===== config.mk =====
export PLATFORM = sky130hd
export DESIGN_NAME = ysyx_alu
export DESIGN_NICKNAME = d
export VERILOG_FILES = /design/src/rtl/ysyx_alu_pkg.sv /design/src/rtl/ysyx_alu_cmp.sv /design/src/rtl/ysyx_alu.sv
export SDC_FILE = /design/constraint.sdc
export NUM_CORES = 1
export LEC_CHECK = 0
export BUFFER_PORTS_ARGS = -buffer_cell sky130_fd_sc_hd__buf_2
export CAP_MARGIN = 20
export CORE_MARGIN = 2
export CORE_UTILIZATION = 39
export DETAILED_ROUTE_END_ITERATION = 8
export PLACE_DENSITY = 0.71
export SYNTH_ARGS = -nofsm -noshare
export SYNTH_HDL_FRONTEND = slang
export SYNTH_SLANG_ARGS = --single-unit

===== constraint.sdc =====
create_clock -name vclk -period 8.8
set_input_delay 0.44 -clock vclk [all_inputs]
set_output_delay 0.44 -clock vclk [all_outputs]
set_load 0.02 [all_outputs]

===== src/rtl/ysyx_alu_pkg.sv =====
// Shared definitions for the RV32E execute-stage ALU.
// The bit positions of the one-hot alu_op vector and the vector width.
package ysyx_alu_pkg;

   localparam int ALU_OP_W = 17;

   localparam int ALU_ADD  = 0;
   localparam int ALU_SUB  = 1;
   localparam int ALU_SLT  = 2;
   localparam int ALU_SLTU = 3;
   localparam int ALU_AND  = 4;
   localparam int ALU_OR   = 5;
   localparam int ALU_XOR  = 6;
   localparam int ALU_SLL  = 7;
   localparam int ALU_SRL  = 8;
   localparam int ALU_SRA  = 9;
   localparam int ALU_LUI  = 10;
   localparam int ALU_BEQ  = 11;
   localparam int ALU_BNE  = 12;
   localparam int ALU_BLT  = 13;
   localparam int ALU_BGE  = 14;
   localparam int ALU_BLTU = 15;
   localparam int ALU_BGEU = 16;

endpackage


===== src/rtl/ysyx_alu_cmp.sv =====
// Branch condition evaluator for the ALU.
// br_op is alu_op[16:11], ordered BEQ, BNE, BLT, BGE, BLTU, BGEU from bit 0 upward.
module ysyx_alu_cmp
   import ysyx_alu_pkg::*;
(
   input  logic [31:0] src3,
   input  logic [31:0] src4,
   input  logic [5:0]  br_op,
   output logic        cond
);

   logic eq;
   logic lt;
   logic ltu;

   assign eq  = (src3 == src4);
   assign lt  = ($signed(src3) < $signed(src4));
   assign ltu = (src3 < src4);

   // JAL/JALR carry no branch bit and are always taken; several bits OR together.
   always_comb begin
      cond = 1'b0;
      if (br_op == 6'd0) begin
         cond = 1'b1;
      end else begin
         cond = (br_op[ALU_BEQ  - ALU_BEQ] &  eq)
              | (br_op[ALU_BNE  - ALU_BEQ] & ~eq)
              | (br_op[ALU_BLT  - ALU_BEQ] &  lt)
              | (br_op[ALU_BGE  - ALU_BEQ] & ~lt)
              | (br_op[ALU_BLTU - ALU_BEQ] &  ltu)
              | (br_op[ALU_BGEU - ALU_BEQ] & ~ltu);
      end
   end

endmodule


===== src/rtl/ysyx_alu.sv =====
// RV32E integer ALU: one-hot op select, AND-OR result mux, branch/jump mode.
// Defining ALU_OUT_REG_EN registers both outputs on posedge clk (1-cycle latency).
module ysyx_alu
   import ysyx_alu_pkg::*;
#(
   parameter int XLEN = 32
) (
   input  logic                clk,
   input  logic                rst,
   input  logic                double_cal,
   input  logic [ALU_OP_W-1:0] alu_op,
   input  logic [XLEN-1:0]     alu_src1,
   input  logic [XLEN-1:0]     alu_src2,
   input  logic [XLEN-1:0]     alu_src3,
   input  logic [XLEN-1:0]     alu_src4,
   output logic [XLEN-1:0]     alu_result1,
   output logic [XLEN-1:0]     alu_result2
);

   logic [XLEN-1:0] add_res;
   logic [XLEN-1:0] sub_res;
   logic [XLEN-1:0] slt_res;
   logic [XLEN-1:0] sltu_res;
   logic [XLEN-1:0] sll_res;
   logic [XLEN-1:0] srl_res;
   logic [XLEN-1:0] sra_res;
   logic [4:0]      shamt;
   logic            cond;
   logic [XLEN-1:0] res1_comb;
   logic [XLEN-1:0] res2_comb;

   assign shamt    = alu_src2[4:0];
   assign add_res  = alu_src1 + alu_src2;
   assign sub_res  = alu_src1 - alu_src2;
   assign slt_res  = {{(XLEN-1){1'b0}}, ($signed(alu_src1) < $signed(alu_src2))};
   assign sltu_res = {{(XLEN-1){1'b0}}, (alu_src1 < alu_src2)};
   assign sll_res  = alu_src1 << shamt;
   assign srl_res  = alu_src1 >> shamt;
   assign sra_res  = $signed(alu_src1) >>> shamt;

   ysyx_alu_cmp u_cmp (
      .src3  (alu_src3),
      .src4  (alu_src4),
      .br_op (alu_op[ALU_BGEU:ALU_BEQ]),
      .cond  (cond)
   );

   // Branch bits never feed result1 in normal mode; in branch mode result1 is the even target.
   always_comb begin
      res1_comb = '0;
      res2_comb = '0;
      if (double_cal) begin
         res1_comb = add_res & ~{{(XLEN-1){1'b0}}, 1'b1};
         res2_comb = {{(XLEN-1){1'b0}}, cond};
      end else begin
         res1_comb = ({XLEN{alu_op[ALU_ADD]}}  & add_res)
                   | ({XLEN{alu_op[ALU_SUB]}}  & sub_res)
                   | ({XLEN{alu_op[ALU_SLT]}}  & slt_res)
                   | ({XLEN{alu_op[ALU_SLTU]}} & sltu_res)
                   | ({XLEN{alu_op[ALU_AND]}}  & (alu_src1 & alu_src2))
                   | ({XLEN{alu_op[ALU_OR]}}   & (alu_src1 | alu_src2))
                   | ({XLEN{alu_op[ALU_XOR]}}  & (alu_src1 ^ alu_src2))
                   | ({XLEN{alu_op[ALU_SLL]}}  & sll_res)
                   | ({XLEN{alu_op[ALU_SRL]}}  & srl_res)
                   | ({XLEN{alu_op[ALU_SRA]}}  & sra_res)
                   | ({XLEN{alu_op[ALU_LUI]}}  & alu_src2);
      end
   end

`ifdef ALU_OUT_REG_EN
   always_ff @(posedge clk or posedge rst) begin
      if (rst) begin
         alu_result1 <= '0;
         alu_result2 <= '0;
      end else begin
         alu_result1 <= res1_comb;
         alu_result2 <= res2_comb;
      end
   end
`else
   // The combinational build has no use for clk/rst; fold them into an unused net.
   logic unused_clk_rst;
   assign unused_clk_rst = clk ^ rst;
   assign alu_result1    = res1_comb;
   assign alu_result2    = res2_comb;
`endif

endmodule


==> summary.txt <==
Placed design
  – Placement Setup Slack: 3610 ps
  – DP Wirelength: approximately 36000 um
  – Cell area reported after detailed placement: 0.0113 mm2
  – Quantity of I/O buffers inserted on ports: 179
  – Final GP Congestion: 1.08

Global routing
  – Global-route usage over all layers: 0.312
  – Pin count of the biggest net entering global routing: 59
  – Antenna violations before repair: 0
  – Overall overflow remaining after global route: 0
  – Number of global-route vias before repair: 11500
  – Wire length of the first global-routing pass: between 60000 and 70000 um

Worst setup path
  – Cell chain of the critical path: buf_2 -> inv_1 -> ha_1 -> a21oi_1 -> o211ai_1 -> a41oi_1 -> a211oi_1 -> o2111ai_1 -> a211oi_1 -> a31oi_1 -> o22ai_1 -> buf_2
  – Slowest cell on the critical path: sky130_fd_sc_hd__inv_1
  – CP Max Fanout: 32
  – Worst Path Class, Setup: in2out
  – Required time worst endpoint: 8360 ps
  – Worst Setup Start Kind: input port
  – Longest individual stage delay on the worst path: approximately 660 ps
  – Crit. End Element: output pin
  – Worst Path Arrival: 4900 ps

Power and ir drop
  – PnR Total Power: approximately 0.84 mW
  – Power share of the sequential group: 0
  – Net switching power: approximately 0.54 mW
  – Switching share of power: 0.638
  – Power Internal: 0.304 mW
  – VDD IR-drop max: about 0.000042 V
  – Clock Power Share: 0
  – Total power per unit cell area: 74.0 mW/mm2
  – Share of total power in combinational logic: 1.000
  – Static leakage power: between 5 and 6 nW

Synthesis
  – Average cell area after synthesis: 7.16 um2
  – Sequential area share after synthesis: 0
  – Number of warning messages in the yosys log: 0
  – Mux contribution to synthesized area: 0.175
  – Arithmetic-cell share of the synthesized area counting full adders, half adders and majority gates: 0.157
  – Xor/xnor cell area share of the yosys netlist: 0.0274
  – Dominant combinational cell family by area after synthesis: compound AO/OA/AOI/OAI gates
  – Area fraction in and, or, nand and nor cells after synthesis: 0.188
  – Post-Syn Area: 0.0105 mm2
  – Library cells used by synthesis: 85
  – Area fraction in compound gates after synthesis: 0.334
  – Count of mapped cells out of synthesis: roughly 1500

Finish
  – Antenna diode count: 0
  – Fin nets: 1833
  – Combined flip-flop and latch cell area: 0 um2
  – Fin area: 0.0113 mm2
  – Number of sequential storage elements: 0
  – Share of cells above drive strength 1: 0.195
  – # clk buffers: 0
  – Area growth from synthesis to layout: 7.60%

Die
  – Die area: 0.0284 mm2
  – Die W: 168 um
  – Rows: 60
  – Placeable core area: between 0.02 and 0.03 mm2
  – # IOs: ~210
  – DIE HEIGHT: 168 um
  – Initial Utilization: 0.394

Timing
  – Max Freq: 187 MHz
  – Fin Hold WS: around 1300 ps
  – Unrepaired setup endpoints after global routing: false
  – Final Cycle Share: 0.606
  – Final Critical Period: 5340 ps
  – Final number of max-transition violations: 0
  – Hold violation count in the final report: 0
  – Final setup vio count: 0
  – Worst slew margin relative to its limit: 0.349
  – Total negative slack: 0 ps
  – Setup WS post-layout: 3460 ps
  – Worst-Margin Slew: 975 ps

Clock tree
  – Number of gates resized after CTS: 0
  – Hold buffer count at cts: 0
  – Setup repair bufs after CTS: 0

Routing
  – First-pass iteration count of the detailed router: 9
  – Post-detailed-route wirelength per cell: 24.5 um
  – Via count normalized by instance count: 6.68
  – Post-route DRC violation count: 0
  – DRT iter0 DRCs: 1722
  – Number of nets with antenna violations after detailed routing: 0
  – Sum of routed wire length over all layers: 46400 um
  – Vias after detailed routing: 12600

Run
  – Max-cap violations: 0

Outcome
  – Result of the run: finished clean

Worst hold path
  – Type of the tightest min-delay check: in2out
==> worst max-delay path: cells and delay by family <==
kind,cells,cell delay [ps]
buffers and inverters,3,1390
AOI/OAI and AO/OA,8,2470
adders and majority gates,1,560
==> cells in the mapped netlist (21+ instances only) <==
master | count | area (um2)
sky130_fd_sc_hd__a21oi_1 | 109 | 546
sky130_fd_sc_hd__o21ai_0 | 88 | 440
sky130_fd_sc_hd__a211oi_1 | 21 | 158
sky130_fd_sc_hd__nor3_1 | 27 | 135
sky130_fd_sc_hd__mux2i_1 | 30 | 300
sky130_fd_sc_hd__nor2_1 | 131 | 492
sky130_fd_sc_hd__inv_1 | 134 | 503
sky130_fd_sc_hd__a221oi_1 | 26 | 228
sky130_fd_sc_hd__xnor2_1 | 26 | 228
sky130_fd_sc_hd__nand2_1 | 130 | 488
sky130_fd_sc_hd__a31oi_1 | 21 | 131
sky130_fd_sc_hd__nand3_1 | 39 | 195
sky130_fd_sc_hd__ha_1 | 129 | 1610
sky130_fd_sc_hd__buf_4 | 34 | 255
sky130_fd_sc_hd__mux4_2 | 65 | 1460
sky130_fd_sc_hd__a21o_1 | 28 | 210
sky130_fd_sc_hd__o22ai_1 | 21 | 131
sky130_fd_sc_hd__clkbuf_1 | 69 | 259
sky130_fd_sc_hd__buf_2 | 29 | 145
==> final timing paths <==
kind	from	end	slack [ps]	cells after the start
max	alu_src2[1]	alu_result1[31]	3460	12
min	alu_op[14]	alu_result2[0]	1330	4
==> power groups by stage <==
stage	Sequential [mW]	Clock, mW	Combinational [mW]
global route	0	0	0.895
detailed placement	0	0	0.812
finish	0	0	0.840
floorplan	0	0	0.568
CTS	0	0	0.816
global placement	0	0	0.804
==> cell families (layout without fill, tap and decap cells) <==
family                     after synthesis  after routing
and+or+nand+nor                        429            429
muxes                                  102            102
other                                    1             31
adders and majority gates              131            131
buffers and inverters                  278            329
xor gates and xnor gates                33             33
AOI/OAI and AO/OA                      497            497
==> placed cells by master (no fill, tap or decap), types with 27 or more instances in the layout <==
cell type and instances:
sky130_fd_sc_hd__a21o_1 28, sky130_fd_sc_hd__conb_1 31, sky130_fd_sc_hd__buf_2 178, sky130_fd_sc_hd__nand3_1 39, sky130_fd_sc_hd__a21oi_1 109, sky130_fd_sc_hd__ha_1 129, sky130_fd_sc_hd__o21ai_0 88, sky130_fd_sc_hd__nor3_1 27
sky130_fd_sc_hd__mux2i_1 30, sky130_fd_sc_hd__nor2_1 131, sky130_fd_sc_hd__nand2_1 130, sky130_fd_sc_hd__inv_1 133, sky130_fd_sc_hd__mux4_2 65
==> metrics by stage <==
step / cells / util
after floorplan: 1501 / -
after global placement: 1893 / 0.424
after detailed placement: 1893 / 0.424
after CTS: 1893 / 0.424
after global routing: 1893 / 0.424
final: 1893 / 0.424
==> cell type report <==
type,instances,area (um2)
tap,341,427
timing repair buffer,193,1000
inverter,136,510
fill,2792,15400
multi-input combinational,1223,9400
==> per-layer routing <==
layer	part of all wire	track usage
met4	0.042	0.103
met1	0.41	0.432
met2	0.45	0.501
met5	0	0
met3	0.096	0.0393
(Power assumes the default switching activity.)
